File: src/rtl/collision_tracker.sv
// Multi-obstacle collision tracker: one hit per obstacle pass, lives, invulnerability window, game over.
// Optional macro COLLISION_JUMP_EN: airborne player clears low barriers.
module collision_tracker #(
  parameter int N_OBST        = 4,
  parameter int VWIDTH        = 12,
  parameter int LWIDTH        = 2,
  parameter int COUNT_WIDTH   = 16,
  parameter int POS_MISMATCH  = 0,
  parameter int POS_OFFSET    = 5,
  parameter int LIVES         = 3,
  parameter int INVULN_FRAMES = 30,
  localparam int IW = (N_OBST > 1) ? $clog2(N_OBST) : 1
) (
  input  logic                     clk,
  input  logic                     rst,
  input  logic                     frame_tick,
  input  logic                     restart,
  input  logic [LWIDTH-1:0]        player_lane,
  input  logic signed [VWIDTH-1:0] player_voffset,
  input  logic                     player_air,
  input  logic [N_OBST-1:0]        obst_valid,
  input  logic [LWIDTH-1:0]        obst_lane [N_OBST],
  input  logic signed [VWIDTH-1:0] obst_voffset [N_OBST],
  input  logic [N_OBST-1:0]        obst_low,
  output logic                     hit_pulse,
  output logic [IW-1:0]            hit_idx,
  output logic [COUNT_WIDTH-1:0]   hit_count,
  output logic [3:0]               lives,
  output logic                     invuln,
  output logic                     game_over
);

  localparam int VW2 = VWIDTH + 2;
  localparam int CW  = $clog2(INVULN_FRAMES + 1);
  localparam logic signed [VW2-1:0]   MIS     = VW2'(POS_MISMATCH);
  localparam logic signed [VW2-1:0]   OFF     = VW2'(POS_OFFSET);
  localparam logic [COUNT_WIDTH-1:0]  CNT_MAX = {COUNT_WIDTH{1'b1}};
  localparam logic [COUNT_WIDTH-1:0]  CNT_ONE = COUNT_WIDTH'(1);
  localparam logic [CW-1:0]           FR_ONE  = CW'(1);
  localparam logic [CW-1:0]           FR_LOAD = CW'(INVULN_FRAMES);
  localparam logic [3:0]              LIVES_INIT = 4'(LIVES);

  typedef enum logic [1:0] {S_PLAY = 2'd0, S_INVULN = 2'd1, S_OVER = 2'd2} state_t;

  state_t              state;
  logic [CW-1:0]       frames_left;
  logic [N_OBST-1:0]   consumed;
  logic [N_OBST-1:0]   overlap;
  logic [N_OBST-1:0]   jump_clear;
  logic [N_OBST-1:0]   fresh;
  logic [IW-1:0]       first;
  logic signed [VW2-1:0] diff [N_OBST];
  logic signed [VW2-1:0] mag  [N_OBST];

`ifdef COLLISION_JUMP_EN
  assign jump_clear = obst_low & {N_OBST{player_air}};
`else
  logic unused_jump_inputs;
  assign unused_jump_inputs = ^{player_air, obst_low};
  assign jump_clear = {N_OBST{1'b0}};
`endif

  // Differences are widened by two bits so extreme positions cannot wrap into the window.
  always_comb begin
    overlap = {N_OBST{1'b0}};
    for (int i = 0; i < N_OBST; i++) begin
      diff[i] = {{2{obst_voffset[i][VWIDTH-1]}}, obst_voffset[i]} - MIS
              - {{2{player_voffset[VWIDTH-1]}}, player_voffset};
      mag[i]  = diff[i][VW2-1] ? -diff[i] : diff[i];
      overlap[i] = obst_valid[i] && (obst_lane[i] == player_lane)
                && (mag[i] <= OFF) && !jump_clear[i];
    end
  end

  assign fresh = overlap & ~consumed;

  // Lowest-indexed fresh slot wins when several are hit on the same frame.
  always_comb begin
    first = {IW{1'b0}};
    for (int i = N_OBST - 1; i >= 0; i--) begin
      first = fresh[i] ? IW'(i) : first;
    end
  end

  // Game state machine with registered outputs.
  always_ff @(posedge clk or posedge rst) begin
    if (rst) begin
      state       <= S_PLAY;
      frames_left <= {CW{1'b0}};
      consumed    <= {N_OBST{1'b0}};
      hit_pulse   <= 1'b0;
      hit_idx     <= {IW{1'b0}};
      hit_count   <= {COUNT_WIDTH{1'b0}};
      lives       <= LIVES_INIT;
      invuln      <= 1'b0;
      game_over   <= 1'b0;
    end else if (restart) begin
      state       <= S_PLAY;
      frames_left <= {CW{1'b0}};
      consumed    <= {N_OBST{1'b0}};
      hit_pulse   <= 1'b0;
      hit_count   <= {COUNT_WIDTH{1'b0}};
      lives       <= LIVES_INIT;
      invuln      <= 1'b0;
      game_over   <= 1'b0;
    end else begin
      hit_pulse <= 1'b0;
      case (state)
        S_PLAY: begin
          consumed <= frame_tick ? overlap : (consumed & obst_valid);
          if (frame_tick && (|fresh)) begin
            hit_pulse <= 1'b1;
            hit_idx   <= first;
            hit_count <= (hit_count == CNT_MAX) ? hit_count : hit_count + CNT_ONE;
            lives     <= lives - 4'd1;
            if (lives == 4'd1) begin
              state     <= S_OVER;
              game_over <= 1'b1;
            end else begin
              state       <= S_INVULN;
              invuln      <= 1'b1;
              frames_left <= FR_LOAD;
            end
          end
        end
        S_INVULN: begin
          consumed <= frame_tick ? overlap : (consumed & obst_valid);
          if (frame_tick) begin
            frames_left <= frames_left - FR_ONE;
            if (frames_left == FR_ONE) begin
              state  <= S_PLAY;
              invuln <= 1'b0;
            end
          end
        end
        S_OVER: begin
          consumed <= consumed;
        end
        default: begin
          state     <= S_PLAY;
          invuln    <= 1'b0;
          game_over <= 1'b0;
        end
      endcase
    end
  end

endmodule

File: config.mk
export PLATFORM = sky130hd
export DESIGN_NAME = collision_tracker
export DESIGN_NICKNAME = d
export VERILOG_FILES = /design/src/rtl/collision_tracker.sv
export SDC_FILE = /design/constraint.sdc
export NUM_CORES = 1
export LEC_CHECK = 0
export BUFFER_PORTS_ARGS = -buffer_cell sky130_fd_sc_hd__buf_2
export CORE_MARGIN = 4
export CORE_UTILIZATION = 26
export DETAILED_ROUTE_END_ITERATION = 12
export GPL_TIMING_DRIVEN = 0
export SYNTH_ARGS = -nofsm -noshare
export SYNTH_HDL_FRONTEND = slang
export SYNTH_SLANG_ARGS = --single-unit
export TNS_END_PERCENT = 100
File: constraint.sdc
create_clock -name clk -period 4.65 [get_ports clk]
set_input_delay 0.93 -clock clk [delete_from_list [all_inputs] [get_ports clk]]
set_output_delay 0.93 -clock clk [all_outputs]
set_load 0.03 [all_outputs]
==> impl_metrics.toml <==
[status]
status = "complete, no violations"

[yosys]
syn_avg_cell_area_um2 = 7.53
ys_ff_latch = 36
syn_nets = 927
mappedNetlistArea_um2 = 5870
synth.distinct_cells = 83
yosysWarnings = 0
syn_inst = 780
yosysSeqAreaShare = 0.154
async_flop_share = 1.00
synthFlopType = "dfrtp_1"
synth_edf_count = 0

[finish]
final_nets = 1039
final_common_cell = "buf_2"
drive_gt1_frac = 0.261
syn_to_final_growth_pct = 28.5
fill_cells = 2352
final_cell_mix = "buf_2, nor2_1, nand2_1"
n_antenna_cell = 0

[worst_setup_path]
cp-startpoint = "player_voffset[1]"
worstPathRequired_ns = 4.81
start_kind = "primary input"
cp_max_fo = 10
critical-path-max-stage-delay_ns = 0.52
worstPathArrival_ns = 4.70
endpoint_kind = "flip-flop"
slowest_stage = "or4b_1"
r2r_start = "hit_count[3]$_DFFE_PP0P_"
crit_type = "primary input to flip-flop"
path_cells = "buf_6 > clkinvlp_4 > ha_4 > nor2b_1 > o2111a_1 > o21ai_2 > a21boi_0 > o311a_1 > or4b_1 > a221o_1 > nor3_4 > o31ai_2 > buf_4 > nor4_4 > mux2_2"

[place]
dpl.hpwl_um = 14400
port_buffers = 100
gp_congestion = 0.845
dpl_worst_slack_ns = -0.562

[floorplanning]
coreArea_um2 = 22000
dieHeight_um = 158
row_count = 54
start_util = 0.267
die_x_um = 158
io_pins = 108
dieArea_um2 = 25100

[power_and_ir_drop]
power_frac_comb = 0.583
p_leak_nw = 3.17
swShare = 0.443
powerDensity_nw_per_um2 = 223
intPower_mw = 0.937
clockPowerShare = 0.203
seq_power_share = 0.213
vdd_ir_drop_max_uv = 166
switchingPower_mw = 0.746

[clock_network]
worstSkewPairLatency_ns = 0.28
cts_tree = "done"
clockBufferDepth = 2
h-tree-depth = 2
root_buffer = "clkbuf_16"
clk_pin_slew_ns = 0.06
cts_buffers = 5
clock_sinks = 36

[grt]
grt_use_total = 0.141
antenna_found_initial = 0
grt-ovfl-total = 0
grt_start_max_net_pins = 37
grt_pass1_vias = 5977
grt_first_pass_wirelength_um = 29200

[sta]
fin_crit_ns = 4.54
finalSetupViolCount = 0
whs_ns = 0.515
final_hold_viol_count = 0
clock_skew_ns = 0.00769
fmax_ghz = 0.220
post-route-period-util = 0.976
slew_headroom = 0.469
finalMaxSlewViolations = 0
worstMarginPinSlew_ns = 0.796
layout_setup_ws_ns = 0.114

[routing]
viasPerCell = 5.32
routedWlPerCell_um = 16.0
vias = 6235
postRouteAntennaNets = 0
routed_wl_um = 18800
firstDrtPassIters = 5
drtIter0Drc = 335
drc = 0

[hold_path]
hold_start = "game_over$_DFFE_PP0P_"
hold_class = "flip-flop to flip-flop"

[job]
cap_violations = 0
worst paths after layout:
path | end | slack (ns) | cells past startpoint
worst min-delay path | game_over$_DFFE_PP0P_ | 0.52 | 1
worst max register to register | hit_count[3]$_DFFE_PP0P_ | 1.65 | 11
worst max-delay path | hit_count[14]$_DFFE_PP0P_ | 0.11 | 15
min in group asynchronous | hit_count[10]$_DFFE_PP0P_ | 0.81 | 2
worst min register to register | game_over$_DFFE_PP0P_ | 0.52 | 1
max in group asynchronous | consumed[1]$_DFFE_PP0P_ | 3.34 | 2
sequential cells by signal, summed over array words and instances (netlist names):
register / flops
consumed: 4
frames_left: 5
game_over: 1
hit_count: 16
hit_idx: 2
hit_pulse: 1
invuln: 1
lives: 4
state: 2
worst max-delay path, delay by kind of cell:
family | cells | cell delay (ns)
compound gates | 6 | 1.39
simple gates | 4 | 1.13
buf+inv | 3 | 0.56
mux | 1 | 0.36
fa+ha+maj | 1 | 0.30
metal layers:
metal / vias up / wire length, um / GRT usage
li1: 3159 / - / -
met1: 2948 / 8470 / 0.186
met2: 112 / 9480 / 0.250
met3: 16 / 581 / 0.0149
met4: 0 / 234 / 0.0240
met5: - / 0 / 0
power by group through the flow:
stage	registers, mW	logic [mW]	clock network, mW
6_report	0.359	0.982	0.342
3_5_place_dp	0.363	0.848	0
2_1_floorplan	0.359	0.650	0
3_3_place_gp	0.363	0.837	0
4_1_cts	0.358	0.870	0.347
5_1_grt	0.362	1.10	0.361
layout make-up:
cell class,count,area (um^2),share of cell area
Timing Repair Buffer,109,587,0.0778
Clock buffer,6,139,0.0184
Buffer,23,104,0.0138
Clock inverter,2,10.0,0.00133
Sequential cell,36,903,0.120
Inverter,47,195,0.0259
Tap cell,280,350,0.0464
Multi-Input combinational cell,670,5260,0.697
cells in the mapped netlist (6+ instances only):
cell type,number,area share
nand4_1,9,0.0096
o31ai_1,11,0.014
nand3_1,29,0.025
nand3b_1,6,0.0077
and2_1,10,0.011
nand2b_1,12,0.013
a211o_1,8,0.012
xnor2_1,16,0.024
mux2i_1,10,0.017
nor3_1,22,0.019
a21o_1,8,0.010
nor2_1,69,0.044
or4_1,11,0.014
dfrtp_1,34,0.14
o2111ai_1,9,0.013
a21oi_1,56,0.048
xor2_1,16,0.024
nor4_1,7,0.0075
a21boi_0,10,0.013
nor2b_1,25,0.027
and3_1,17,0.018
ha_1,60,0.13
clkbuf_1,21,0.013
mux2_2,11,0.021
inv_1,47,0.030
or3_1,9,0.0096
a211oi_1,13,0.017
o21ai_0,44,0.038
o211ai_1,7,0.0089
a2111oi_0,7,0.010
nand2_1,54,0.035
buf_2,6,0.0051
o21a_1,11,0.014
cells by family after synthesis:
| family | count (synthesis) | share of synthesized area |
|---|---|---|
| and+or+nand+nor | 305 | 0.276 |
| muxes | 22 | 0.0407 |
| buffers and inverters | 74 | 0.0486 |
| adders and majority gates | 64 | 0.141 |
| xor gates and xnor gates | 32 | 0.0477 |
| DFF | 36 | 0.154 |
| AOI/OAI and AO/OA | 247 | 0.292 |
per-stage QoR:
stage               setup TNS (ns)  std cells  utilization  area [um^2]  power [mW]
detailed placement          -10.95       1160        0.305         6720        1.21
floorplan                        0        780            -         5870        1.01
CTS                              0       1171        0.317         6990        1.58
global placement             -9.59       1160        0.305         6720        1.20
finish                           0       1173        0.343         7540        1.68
global route                -0.142       1173        0.343         7540        1.82
repair_timing:
item	in CTS	in global routing
hold buffers	0	0
buffers inserted	3	6
pin swaps	5	13
cloned	0	0
setup endpoints to repair	24	26
gates resized for setup	21	98
No activity file was read; power rests on OpenSTA's default activity.
